### src/rtl/sdram_arbiter.sv
// Arbitrates one SDRAM port between video refill (highest), cache write-back and cache fill, one 256-byte burst at a time.
// Optional VID_FRAME_SYNC_EN: frame_sync forces the video block address back to 0.
module sdram_arbiter #(
    parameter int VID_LAST    = 2399,
    parameter int BURST_WORDS = 128
) (
    input  logic        clk,
    input  logic        rst,
    input  logic        vid_en,
    input  logic        vid_need,
    input  logic        cache_wr_req,
    input  logic [16:0] cache_wr_adr,
    input  logic        cache_rd_req,
    input  logic [16:0] cache_rd_adr,
    input  logic        frame_sync,
    output logic [1:0]  sdr_cmd,
    output logic [22:0] sdr_addr,
    input  logic [1:0]  sdr_ack,
    input  logic        sdr_rd_valid,
    input  logic        sdr_wr_valid,
    input  logic [15:0] sdr_dout,
    output logic [31:0] vq_data,
    output logic        vq_we,
    output logic        cache_fill,
    output logic        cache_drain,
    output logic [15:0] vid_adr
);
    localparam int CW = $clog2(BURST_WORDS) + 1;

    typedef enum logic [1:0] {IDLE, ISSUE, BURST} state_t;

    state_t        state, state_nx;
    logic          owner_vid;
    logic          burst_wr;
    logic          pair_hi;
    logic [15:0]   lo_word;
    logic [CW-1:0] beat_cnt;
    logic          vid_req, any_req, acked, beat, last_beat;

    assign vid_req   = vid_en & vid_need;
    assign any_req   = vid_req | cache_wr_req | cache_rd_req;
    assign acked     = (state == ISSUE) && (sdr_ack == sdr_cmd);
    assign beat      = (state == BURST) && (burst_wr ? sdr_wr_valid : sdr_rd_valid);
    assign last_beat = beat && (beat_cnt == CW'(BURST_WORDS - 1));

    assign cache_fill  = sdr_rd_valid & ~owner_vid & (state == BURST);
    assign cache_drain = sdr_wr_valid & ~owner_vid & (state == BURST);

    always_ff @(posedge clk) begin
        if (rst) state <= IDLE;
        else     state <= state_nx;
    end

    always_comb begin
        state_nx = state;
        case (state)
            IDLE:    if (any_req)   state_nx = ISSUE;
            ISSUE:   if (acked)     state_nx = BURST;
            BURST:   if (last_beat) state_nx = IDLE;
            default: state_nx = IDLE;
        endcase
    end

    always_ff @(posedge clk) begin
        if (rst) begin
            sdr_cmd   <= 2'b00;
            sdr_addr  <= '0;
            owner_vid <= 1'b0;
            burst_wr  <= 1'b0;
            pair_hi   <= 1'b0;
            lo_word   <= '0;
            beat_cnt  <= '0;
            vq_data   <= '0;
            vq_we     <= 1'b0;
        end else begin
            vq_we <= 1'b0;
            case (state)
                IDLE: begin
                    if (vid_req) begin
                        sdr_cmd   <= 2'b10;
                        sdr_addr  <= {1'b1, vid_adr, 6'b0};
                        owner_vid <= 1'b1;
                        burst_wr  <= 1'b0;
                    end else if (cache_wr_req) begin
                        sdr_cmd   <= 2'b01;
                        sdr_addr  <= {cache_wr_adr, 6'b0};
                        owner_vid <= 1'b0;
                        burst_wr  <= 1'b1;
                    end else if (cache_rd_req) begin
                        sdr_cmd   <= 2'b11;
                        sdr_addr  <= {cache_rd_adr, 6'b0};
                        owner_vid <= 1'b0;
                        burst_wr  <= 1'b0;
                    end
                end
                ISSUE: begin
                    // Pair phase restarts here so every burst fills the low half first.
                    if (acked) begin
                        sdr_cmd  <= 2'b00;
                        beat_cnt <= '0;
                        pair_hi  <= 1'b0;
                    end
                end
                BURST: begin
                    if (beat) begin
                        beat_cnt <= beat_cnt + 1'b1;
                        if (owner_vid) begin
                            pair_hi <= ~pair_hi;
                            if (!pair_hi) begin
                                lo_word <= sdr_dout;
                            end else begin
                                vq_data <= {sdr_dout, lo_word};
                                vq_we   <= 1'b1;
                            end
                        end
                    end
                end
                default: ;
            endcase
        end
    end

    always_ff @(posedge clk) begin
        if (rst) begin
            vid_adr <= '0;
        end else begin
            if (acked && owner_vid)
                vid_adr <= (vid_adr == 16'(VID_LAST)) ? 16'd0 : vid_adr + 16'd1;
`ifdef VID_FRAME_SYNC_EN
            if (frame_sync)
                vid_adr <= '0;
`endif
        end
    end

`ifndef VID_FRAME_SYNC_EN
    logic frame_sync_unused;
    assign frame_sync_unused = frame_sync;
`endif

endmodule

### config.mk
export PLATFORM = sky130hd
export DESIGN_NAME = sdram_arbiter
export DESIGN_NICKNAME = d
export VERILOG_FILES = /design/src/rtl/sdram_arbiter.sv
export SDC_FILE = /design/constraint.sdc
export NUM_CORES = 1
export LEC_CHECK = 0
export BUFFER_PORTS_ARGS = -buffer_cell sky130_fd_sc_hd__buf_2
export CAP_MARGIN = 20
export CORE_ASPECT_RATIO = 1.2
export CORE_MARGIN = 3
export CORE_UTILIZATION = 25
export CTS_CLUSTER_DIAMETER = 150
export CTS_CLUSTER_SIZE = 10
export DETAILED_ROUTE_END_ITERATION = 8
export PLACE_DENSITY = 0.48
export SYNTH_ARGS = -nofsm -noshare
export SYNTH_HDL_FRONTEND = slang
export SYNTH_SLANG_ARGS = --single-unit
### constraint.sdc
create_clock -name clk -period 3 [get_ports clk]
set_input_delay 0.6 -clock clk [delete_from_list [all_inputs] [get_ports clk]]
set_output_delay 0.6 -clock clk [all_outputs]
set_load 0.005 [all_outputs]
# After elaboration in Yosys (flattened, before gate mapping)
# Cells that the tools add are included.
# op_classes
reduce_logical,16
muxes,27
eq_ne,11
addsub,2
bitwise_logic,11
# ops
operator,count
$mux 23,3
$add 16x1->16 const B,1
$eq 16x12->1 const B,1
$mux 16,1
$mux 8,2
$pmux 8 s2,1
$mux 2,7
$reduce_and 4->1,3
$mux 1,10
$ne 2x2->1 const B,5
$reduce_and 3->1,3
$add 8x1->8 const B,1
$eq 8x7->1 const B,1
$pmux 2 s3,1
$and 1x1->1,5
$logic_and 1x1->1,4
$ne 4x4->1 const B,1
$not 1->1,4
$pmux 2 s2,1
$reduce_bool 2->1,2
$reduce_or 4->1,1
$reduce_bool 3->1,1
$eq 2x1->1 const B,1
$eq 2x2->1,1
other kinds (5),6
# word_totals
regBits,103
in_bits,61

# Longest topological paths before layout
# Gate-level depths: netlist (run 1).
# logic_depth
ltp_word,5
mapped_depth,7

# Worst setup path before layout (run 1)
# OpenSTA, ideal clock, no wires.
# synth_timing
path_type,input to register
start,input sdr_ack[1]
end,register vid_adr[8]
required_ns,2.926
setup_slack_ns,1.037
setup_ns,0.074
n_path_buf,1
arrival_ns,1.889
path_stages,5
path_cell_list,xor2_1 > or3_1 > buf_2 > or4b_1 > a31oi_1
# synth_via
elab_chain_cells,3
# synth_rtl
item,line_no,rtl
from (decl),18,"input logic [1:0] sdr_ack,"
$eq 2x2->1,42,assign acked = (state == ISSUE) && (sdr_ack == sdr_cmd);
$logic_and 1x1->1,42,
$logic_and 1x1->1,127,if (acked && owner_vid)
to (signal assigned),128,vid_adr <= (vid_adr == 16'(VID_LAST)) ? 16'd0 : vid_adr + 16'd1;
to (decl),26,output logic [15:0] vid_adr
# No other way between the ends.
# A chain may end at the register's enable or synchronous reset.

# Worst setup path after layout (run 1)
# layout_timing
start,register vid_adr[0]
end,register vid_adr[8]
# layout_via
elab_chain_cells,2
elab_cells_between_ends,3
# layout_rtl
item,line_no
$add 16x1->16 / $eq 16x12->1 (equally long branches),128
$mux 16 *,128
# Mark *: on every way between the ends. The rest lies on a longest branch, timed or not.

==> key figures, run 1 <==
Run status
  • Status: completed

Synth
  • Synth Flop Type: dfxtp_1
  • Ys async rst share: 0
  • Sequential-to-total area share from yosys stat: 0.466
  • Average cell area after synthesis: 8.35 µm²
  • Post-synthesis cell type count: 38
  • Synth warnings: 0
  • Number of synthesized flops with an enable pin: 0
  • Flops & latches, synth: 97
  • Synth Instances: 499
  • Post-synth design cell area: 4170 µm²

Critical path
  • CP Launch Type: flop
  • Crit-path leading delay family: simple AND/OR/NAND/NOR gates
  • Slowest cell on crit path: or4b_1
  • CP Capture Type: flop
  • CP Data Required Time: between 3 and 4 ns
  • Slowest cell delay on critical path: 0.55 ns
  • Crit path buf inv count: 0
  • Ordered list of cells on the worst path: ha_1 > nand4b_1 > or3_1 > or4b_1 > a31oi_1
  • Worst Path Arrival: around 2.4 ns
  • Worst-path maximum fanout: 8
  • Setup CP Type: flop to flop

Floorplanning
  • Die W: 124 µm
  • FP Rows: between 50 and 60
  • Die area: 18300 µm²
  • Starting Density: 0.256
  • CORE AREA: around 16000 µm²
  • # IOs: 137
  • Chip height: 147 µm

Route
  • Via count: between 3000 and 4000
  • Antenna-violating nets left: 0
  • Avg WL per Cell: 14.2 µm
  • Via density per instance: 4.70
  • First DRT Iteration DRCs: around 170
  • DRT Pass-1 Iters: 4
  • # DRC: 0
  • Final wirelength: ~12000 µm

Placed design
  • DP HPWL: 8340 µm
  • DP Worst Slack: between 0.6 and 0.7 ns
  • Buffers on Ports: roughly 130
  • Routability Congestion: roughly 0.83

Clock network
  • Worst-case clock buffer depth: 2
  • Hold buffers post-CTS: 0
  • CTS tree: yes
  • Root Driver: clkbuf_16
  • Post-CTS setup repair buffer count: 0
  • # clock sinks: 97
  • H-Tree Depth: 3
  • # resized after CTS: 0
  • CTS Buf Count: 9
  • Clock-pin slew on the worst setup and hold paths: approximately 0.070 ns
  • Skew-Pair Late Insertion Delay: 0.34 ns

Final layout
  • Multi-input logic area: 2040 µm²
  • Most frequent cells in the layout: buf_2 (129), nand2_1 (113), dfxtp_1 (97)
  • Commonest non-fill, non-tap cell in the layout: buf_2
  • Antenna diode count: 0
  • NumNets Final: about 680
  • Fill count: 1749
  • Area Growth Syn to Fin: 27.6%
  • Register Area: 1940 µm²
  • Layout cells sized above 1: 0.261

STA
  • Max Clk Rate: 0.470 GHz
  • Period minus WS final: between 2 and 2.5 ns
  • Clock Skew: 0.00634 ns
  • Final Max Slew Viols: 0
  • Worst setup margin: 0.872 ns
  • Slew @ Worst Pin: 1.05 ns
  • Setup violations, final: 0
  • Worst slew margin: 0.303
  • Period utilization: 0.709
  • RSZ-0062 raised after global routing: no
  • Fin. Hold Viols: 0
  • Min Hold Slack: 0.449 ns
  • Total negative slack: 0 ns

Pwr
  • Pwr dens: 532 nW/µm²
  • Leakage Power: approximately 2.2 nW
  • Max VDD drop: ~0.34 mV

GRT
  • GRT Overall Usage: 0.131
  • Vias in the first global route: 3855
  • Grt ovf: 0
  • Initial antenna violation count: 0
  • First-pass GRT wire length: 19100 µm
  • Largest net degree at the start of global routing: 37

Worst hold path
  • Hold Path Class: flop to flop

Run
  • Max_cap viols: 0
-- report_power, final --
group / switching, mW / internal [mW] / leakage [nW]
registers: 0.0282 / 1.33 / 0.786
logic: 0.173 / 0.125 / 1.23
clock network: 0.517 / 0.659 / 0.145
total: 0.719 / 2.11 / 2.16
-- cell usage after synthesis (4+ instances only) --
master	count	area, µm²
nand2_1	113	424
dfxtp_1	97	1940
a21oi_1	70	350
mux2i_1	34	340
clkbuf_1	28	105
nor2_1	27	101
o211ai_1	16	120
nand3_1	13	65.1
o21ai_0	10	50.1
o31ai_1	9	67.6
or4_1	8	60.1
buf_2	7	35.0
buf_4	7	52.6
or3_1	7	43.8
nand4_1	6	37.5
xor2_1	6	52.6
xnor2_1	4	35.0
-- path summary, 6_finish.rpt --
kind	from	end	slack (ns)	cells after the start
worst max-delay path	vid_adr[0]	vid_adr[8]	0.87	5
worst min-delay path	lo_word[3]	vq_data[3]	0.45	2
worst max register to register	vid_adr[0]	vid_adr[8]	0.87	5
worst min register to register	lo_word[3]	vq_data[3]	0.45	2
-- flip-flops by register name, summed over array words and instances (netlist names) --
register   cells
vq_we          1
beat_cnt       8
lo_word       16
vq_data       32
owner_vid      1
vid_adr       16
pair_hi        1
state          2
sdr_cmd        2
sdr_addr      17
burst_wr       1
-- layer usage --
layer,track usage,vias up,routed length (µm)
li1,-,1953,-
met1,0.157,1842,5070
met2,0.224,96,5790
met3,0.0329,14,783
met4,0.0449,0,177
met5,0,-,0
-- logic make-up (layout without fill, tap and decap cells) --
logic type | count (synthesis) | count (layout) | synth area share
AND/OR/NAND/NOR | 197 | 197 | 0.217
AO/OA/AOI/OAI | 112 | 112 | 0.156
flip-flops | 97 | 97 | 0.466
buffers and inverters | 45 | 159 | 0.0489
multiplexers | 35 | 35 | 0.0844
XOR/XNOR | 10 | 10 | 0.0210
adder cells (fa/ha/maj) | 2 | 2 | 0.00601
other | 1 | 6 | 0.000900
-- worst min-delay path, cell delays in order, from the launching register on --
cell and delay (ns):
dfxtp_1 0.31, nand2_1 0.05, a21oi_1 0.05
-- stage by stage --
step	instances	total power, mW	utilization	instance area (µm²)
global placement	813	1.68	0.306	4980
floorplan	504	1.56	-	4190
global route	830	2.99	0.327	5320
CTS	830	2.88	0.327	5320
finish	830	2.83	0.327	5320
detailed placement	814	1.68	0.308	5010
-- layout make-up --
| class | instances | area share |
|---|---|---|
| Inverter | 3 | 0.00212 |
| Clock inverter | 6 | 0.0141 |
| Clock buffer | 10 | 0.0431 |
| Timing Repair Buffer | 140 | 0.141 |
| Sequential cell | 97 | 0.365 |
| Multi-Input combinational cell | 362 | 0.385 |
| Tap cell | 212 | 0.0499 |
Power figures use the tool's default switching activity.
==> run 2, diff against run 1 <==
ABC_AREA = 1   (was not set)
PLACE_DENSITY = 0.49   (was 0.48)
clock period = 1.8 ns   (was 3 ns; I/O delays follow)
==> run 2 against run 1 <==
Critical path depth did not move. Die area rose by 5.8%. Core utilization rose by 0.23 points. Combinational power rose by 67%. Sequential share of layout area fell by 2.0 points. Power rose by 71%. Register-to-register slack got worse by 0.61 ns. Largest cell class unchanged.
==> key figures, run 2 <==
Route
  • Avg WL per Cell: 13.6 µm (-4.8%)
  • Antenna-violating nets left: 0 (unchanged)
  • First DRT Iteration DRCs: 249 (+50%)
  • Via density per instance: 4.44 (-5.7%)
  • # DRC: 0 (unchanged)
  • Via count: 4298 (+10%)
  • DRT Pass-1 Iters: 4 (unchanged)
  • Final wirelength: 13100 µm (+11%)

Final layout
  • Antenna diode count: 0 (unchanged)
  • Area Growth Syn to Fin: 27.3%
  • Multi-input logic area: 1980 µm² (-3.0%)
  • Register Area: 1940 µm² (unchanged)
  • NumNets Final: 811 (+20%)
  • Layout cells sized above 1: 0.239 (-0.0215)
  • Biggest regs: vq_data: 32 flops, sdr_addr: 17 flops
  • Commonest non-fill, non-tap cell in the layout: buf_2
  • Max reg flops: 32 (unchanged)
  • Most frequent cells in the layout: buf_2 (129), a21oi_1 (111), dfxtp_1 (97)
  • Largest reg by FF count: vq_data
  • Fill count: 1904 (+8.9%)

STA
  • Worst setup margin: 0.150 ns (-0.722 ns)
  • Total negative slack: 0 ns (unchanged)
  • Period minus WS final: approximately 1.7 ns
  • Final Max Slew Viols: 0 (unchanged)
  • Max Clk Rate: 0.606 GHz
  • Setup violations, final: 0 (unchanged)
  • RSZ-0062 raised after global routing: no
  • Clock Skew: 0.0106 ns (+0.00429 ns)
  • Period utilization: 0.917
  • Fin. Hold Viols: 0 (unchanged)

Floorplanning
  • Starting Density: 0.258 (+0.00228)
  • CORE AREA: 17100 µm² (+5.2%)
  • FP Rows: 52 (+2.0%)
  • # IOs: 137 (unchanged)
  • Die W: 127 µm (+2.9%)
  • Die area: 19300 µm² (+5.8%)
  • Chip height: 152 µm (+2.9%)

Synth
  • Post-synth top area share: 0.439 (-0.0268)
  • Most frequent cells after synthesis: a21oi_1 (111), dfxtp_1 (97), nand2_1 (96)
  • Mux cell area share after synthesis: 0 (-0.0844)
  • Area contributors post-synth: dfxtp_1 (44%), a21oi_1 (13%), nand2_1 (8.2%)
  • Number of synthesized flops with an enable pin: 0 (unchanged)
  • Adder-cell share of the synthesized area: 0.00566 (-0.000345)
  • Synth warnings: 0 (unchanged)
  • Post-synthesis cell type count: 29 (-24%)
  • Flops & latches, synth: 97 (unchanged)
  • Cell taking the most area after synthesis: dfxtp_1
  • Average cell area after synthesis: 7.08 µm² (-15%)
  • Ys async rst share: 0 (unchanged)
  • Post-synth design cell area: 4420 µm² (+6.1%)
  • Largest family of logic cells by synthesized area: compound AO/OA/AOI/OAI gates
  • Sequential-to-total area share from yosys stat: 0.439 (-0.0268)
  • Synth Instances: 624 (+25%)
  • Most common cell in the netlist: a21oi_1
  • Synth Flop Type: dfxtp_1
  • Fraction of the mapped netlist area in simple logic gates: 0.204 (-0.0124)
  • Xor and xnor area share after synthesis: 0.00793 (-0.0131)
  • Compound-Gate Fraction of Synth Area: 0.225 (+0.0691)

Critical path
  • Ordered list of cells on the worst path: inv_1 > nor2_4 > nand2_2 > nor2_1 > buf_2
  • Worst Path Arrival: 1.29 ns (-1.11 ns)
  • Reg-to-reg endpoint: vq_data[13]
  • Setup CP Type: flop to output port
  • CP Capture Type: output port
  • Worst R2R Start: burst_wr
  • CP Data Required Time: 1.44 ns (-1.83 ns)
  • Worst setup path start: state[1]
  • Worst-path maximum fanout: 8 (unchanged)
  • Logic depth of the worst register-to-register path: 6 (+1)
  • Slowest cell delay on critical path: 0.34 ns (-0.21 ns)
  • CP Capture Point: cache_fill
  • R2R setup slack: 0.26 ns (-0.61 ns)
  • CP Launch Type: flop
  • Slowest cell on crit path: dfxtp_1

Worst hold path
  • Hold Path Class: input pin to flop
  • Beginning of the worst hold path: sdr_dout[10]

Clock network
  • H-Tree Depth: 3 (unchanged)
  • Post-CTS setup repair buffer count: 0 (unchanged)
  • Skew-Pair Late Insertion Delay: 0.35 ns (about the same)
  • Clock-pin slew on the worst setup and hold paths: 0.08 ns (about the same)
  • CTS tree: yes
  • CTS Buf Count: 9 (unchanged)
  • Worst-case clock buffer depth: 2 (unchanged)
  • # clock sinks: 97 (unchanged)
  • Root Driver: clkbuf_16

GRT
  • First-pass GRT wire length: 20300 µm (+6.1%)
  • Vias in the first global route: 3927 (+1.9%)
  • GRT Overall Usage: 0.133 (+0.00259)
  • Initial antenna violation count: 1 (+1)
  • Largest net degree at the start of global routing: 66 (+78%)
  • Grt ovf: 0 (unchanged)

Pwr
  • Max VDD drop: 0.400 mV (+18%)
  • Leakage Power: 2.37 nW (+9.6%)
  • Pwr dens: 860 nW/µm² (+62%)

Placed design
  • DP HPWL: 9760 µm (+17%)
  • Routability Congestion: 0.832 (about the same)
  • DP Worst Slack: 0.186 ns (-0.447 ns)
  • Buffers on Ports: 129 (unchanged)

Run status
  • Status: completed

Run
  • Max_cap viols: 0 (unchanged)
==> run 2: changes by cell type in the layout (fill, tap and decap cells not counted), sizes merged, moves of 15 or more <==
cell	change
nor2	+16
mux2i	-34
inv	+84
o211ai	-15
a21oi	+41
o21ai	+69
nand3	+28
==> run 2: cell families after synthesis <==
logic type / count (synthesis)
AND/OR/NAND/NOR: 204
adder cells (fa/ha/maj): 2
flip-flops: 97
XOR/XNOR: 4
buffers and inverters: 122
other: 1
AO/OA/AOI/OAI: 194
==> run 2: how the worst min path moves through the flow <==
| stage | to | slack (ns) | cells past startpoint |
|---|---|---|---|
| after floorplan | lo_word[12] | 0.42 | 2 |
| after global placement | vq_data[0] | 0.43 | 2 |
| after detailed placement | vq_data[4] | 0.43 | 2 |
| after CTS | vq_data[26] | 0.28 | 3 |
| after global routing | lo_word[8] | 0.31 | 3 |
| final | vq_data[26] | 0.29 | 3 |
==> run 2: where the power goes <==
part           internal, mW  switching, mW  total (mW)
logic                 0.194          0.306       0.499
clock network          1.13          0.955        2.08
registers              2.22         0.0437        2.26
total                  3.54           1.30        4.84
==> run 2: timing repair <==
item	in CTS	in global routing
resized for setup	0	1
endpoints found under the setup margin	0	2
endpoints found under the hold margin	0	0
hold buffers	0	0
==> run 2: metal layers <==
metal / part of all wire / vias up / track usage
met5: 0.00099 / - / 0
met4: 0.012 / 2 / 0.0483
met3: 0.084 / 10 / 0.0351
met2: 0.46 / 129 / 0.225
met1: 0.44 / 1871 / 0.164
li1: - / 2286 / -
==> run 2: final cells by class <==
| type | instances | area share |
|---|---|---|
| tap | 216 | 0.0480 |
| inverter | 85 | 0.0571 |
| clock inverter | 7 | 0.0171 |
| sequential | 97 | 0.345 |
| timing repair buffer | 145 | 0.140 |
| clock buffer | 9 | 0.0400 |
| multi-input combinational | 410 | 0.352 |
==> run 2: stage by stage <==
step | cells | total power [mW] | hold slack [ns] | util | instance area [µm²]
3_5_place_dp | 953 | 2.82 | 0.432 | 0.310 | 5310
6_report | 969 | 4.84 | 0.288 | 0.329 | 5630
4_1_cts | 969 | 4.92 | 0.280 | 0.329 | 5630
5_1_grt | 969 | 5.09 | 0.308 | 0.329 | 5630
2_1_floorplan | 629 | 2.60 | 0.420 | - | 4440
3_3_place_gp | 953 | 2.82 | 0.428 | 0.310 | 5310
==> run 2: critical path: cells and delay by family (launching register included) <==
kind          cells  cell delay (ns)
buf+inv           2             0.19
simple gates      3             0.42
flops             1             0.34
==> run 3, diff against run 2 <==
CELL_PAD_IN_SITES_DETAIL_PLACEMENT = 0   (was not set)
CELL_PAD_IN_SITES_GLOBAL_PLACEMENT = 1   (was not set)
PLACE_DENSITY = 0.64   (was 0.49)
==> run 3 against run 2 <==
Worst hold slack lost 0.00055 ns. Via count is 0.58% higher. Clock-buffer cell count did not move. Largest cell class unchanged.
==> key figures, run 3 (synthesis gave the netlist of run 2 again) <==
GRT
  • Vias in the first global route: 4131 (+5.2%)
  • GRT Overall Usage: 0.141 (+0.00763)
  • First-pass GRT wire length: 21500 µm (+6.1%)
  • Grt ovf: 0 (unchanged)
  • Largest net degree at the start of global routing: 66 (unchanged)
  • Initial antenna violation count: 0 (-1)

Worst hold path
  • Hold path cells: 3 (unchanged)
  • Beginning of the worst hold path: sdr_dout[3]
  • Hold worst-path end: lo_word[3]
  • Hold Path Class: input pin to flop

Clock network
  • # clock sinks: 97 (unchanged)
  • CTS tree: yes
  • H-Tree Depth: 3 (unchanged)
  • Hold buffers post-CTS: 0 (unchanged)
  • Root Driver: clkbuf_16
  • Skew-Pair Late Insertion Delay: 0.36 ns (about the same)
  • Clock-pin slew on the worst setup and hold paths: 0.08 ns (about the same)
  • Worst-case clock buffer depth: 2 (unchanged)
  • CTS Buf Count: 9 (unchanged)

Route
  • Final wirelength: 13600 µm (+3.5%)
  • Via density per instance: 4.45 (+0.27%)
  • # DRC: 0 (unchanged)
  • Antenna-violating nets left: 0 (unchanged)
  • Via count: 4323 (+0.58%)
  • Avg WL per Cell: 14.0 µm (+3.2%)
  • First DRT Iteration DRCs: 206 (-17%)
  • DRT Pass-1 Iters: 6 (+2)

STA
  • Max Clk Rate: 0.624 GHz (+2.9%)
  • Period minus WS final: 1.60 ns (-0.0470 ns)
  • Period utilization: 0.891 (-0.0261)
  • Worst setup margin: 0.197 ns (+0.0470 ns)
  • Final Max Slew Viols: 0 (unchanged)
  • Setup violations, final: 0 (unchanged)
  • Clock Skew: 0.00950 ns (-0.00113 ns)
  • Total negative slack: 0 ns (unchanged)
  • Min Hold Slack: 0.287 ns (-0.000547 ns)
  • RSZ-0062 raised after global routing: no
  • Fin. Hold Viols: 0 (unchanged)

Final layout
  • Multi-input logic area: 1980 µm² (unchanged)
  • Antenna diode count: 0 (unchanged)
  • Register Area: 1940 µm² (unchanged)
  • Fin util: 0.329 (+0.000439)
  • Commonest non-fill, non-tap cell in the layout: buf_2
  • Layout cells sized above 1: 0.241 (+0.00170)
  • Finished Layout Cells: 972 (+0.31%)
  • Most frequent cells in the layout: buf_2 (129), a21oi_1 (111), dfxtp_1 (97)
  • NumNets Final: 814 (+0.37%)
  • Area Growth Syn to Fin: 27.5%
  • Fill count: 1902 (-0.11%)
  • Biggest regs: vq_data: 32 flops, sdr_addr: 17 flops
  • Max reg flops: 32 (unchanged)
  • Largest reg by FF count: vq_data

Critical path
  • Logic depth of the worst register-to-register path: 6 (unchanged)
  • Worst R2R Start: burst_wr
  • Reg-to-reg endpoint: vq_data[17]
  • Worst Path Arrival: 1.24 ns (-0.05 ns)
  • Worst-path maximum fanout: 6 (-2)
  • R2R setup slack: 0.30 ns (+0.04 ns)
  • CP Capture Type: output port
  • CP Data Required Time: 1.44 ns (about the same)
  • Setup CP Type: flop to output port
  • CP Launch Type: flop

Placed design
  • Buffers on Ports: 129 (unchanged)
  • DP Worst Slack: 0.186 ns (-0.000396 ns)
  • DP HPWL: 10200 µm (+4.4%)
  • Routability Congestion: 0.826 (-0.65%)
  • Post-Place Cells: 954 (+0.10%)

Floorplanning
  • Starting Density: 0.258 (unchanged)
  • Die W: 127 µm (unchanged)
  • Chip height: 152 µm (unchanged)
  • FP Rows: 52 (unchanged)
  • # IOs: 137 (unchanged)
  • Die area: 19300 µm² (unchanged)
  • CORE AREA: 17100 µm² (unchanged)

Run
  • Max_cap viols: 0 (unchanged)

Run status
  • Status: completed

Pwr
  • Pwr dens: 841 nW/µm² (-2.2%)
  • Max VDD drop: 0.480 mV (+20%)
  • Leakage Power: 2.38 nW (+0.31%)
==> run 3: what timing repair did <==
item | CTS | global route
endpoints found under the setup margin | 0 | 2
resized for setup | 0 | 1
buffers inserted | 0 | 2
==> run 3: routing by layer <==
layer | vias to the layer above | GRT usage | share of wire | wire length (µm)
met5 | - | 0 | 0 | 0
met2 | 128 | 0.229 | 0.46 | 6200
met4 | 0 | 0.0542 | 0.021 | 283
li1 | 2293 | - | - | -
met1 | 1883 | 0.178 | 0.44 | 6020
met3 | 19 | 0.0393 | 0.080 | 1090
==> run 3: worst max path at each step <==
stage | from | to | depth (start not counted)
after floorplan | vid_adr[0] | vid_adr[0] | 8
after global placement | cache_wr_req | sdr_cmd[1] | 8
final | state[1] | cache_drain | 5
after detailed placement | cache_wr_req | sdr_cmd[1] | 8
after CTS | state[1] | cache_drain | 5
after global routing | state[1] | cache_fill | 5
==> run 3: where the power goes <==
group / switching (mW) / internal [mW] / leakage (nW)
Combinational: 0.299 / 0.195 / 1.44
Clock: 0.990 / 0.995 / 0.150
Sequential: 0.0443 / 2.22 / 0.787
Total: 1.33 / 3.41 / 2.38
==> run 3: stage by stage <==
step                power (mW)  cell area, µm²
global route              4.96            5640
CTS                       4.83            5620
detailed placement        2.82            5310
floorplan                 2.60            4440
finish                    4.74            5640
global placement          2.81            5310
==> run 3: worst max-delay path, cell delays in order, from the launching register on <==
cell,delay (ns)
dfxtp_1,0.35
inv_1,0.08
nor2_4,0.17
nand2_2,0.10
nor2_1,0.09
buf_2,0.11
==> run 3: layout make-up <==
class                      instances  share of cell area
clock buffer                       9              0.0400
clock inverter                     7              0.0144
inverter                          85              0.0570
multi-input combinational        410               0.352
sequential                        97               0.345
tap                              216              0.0479
timing repair buffer             148               0.144
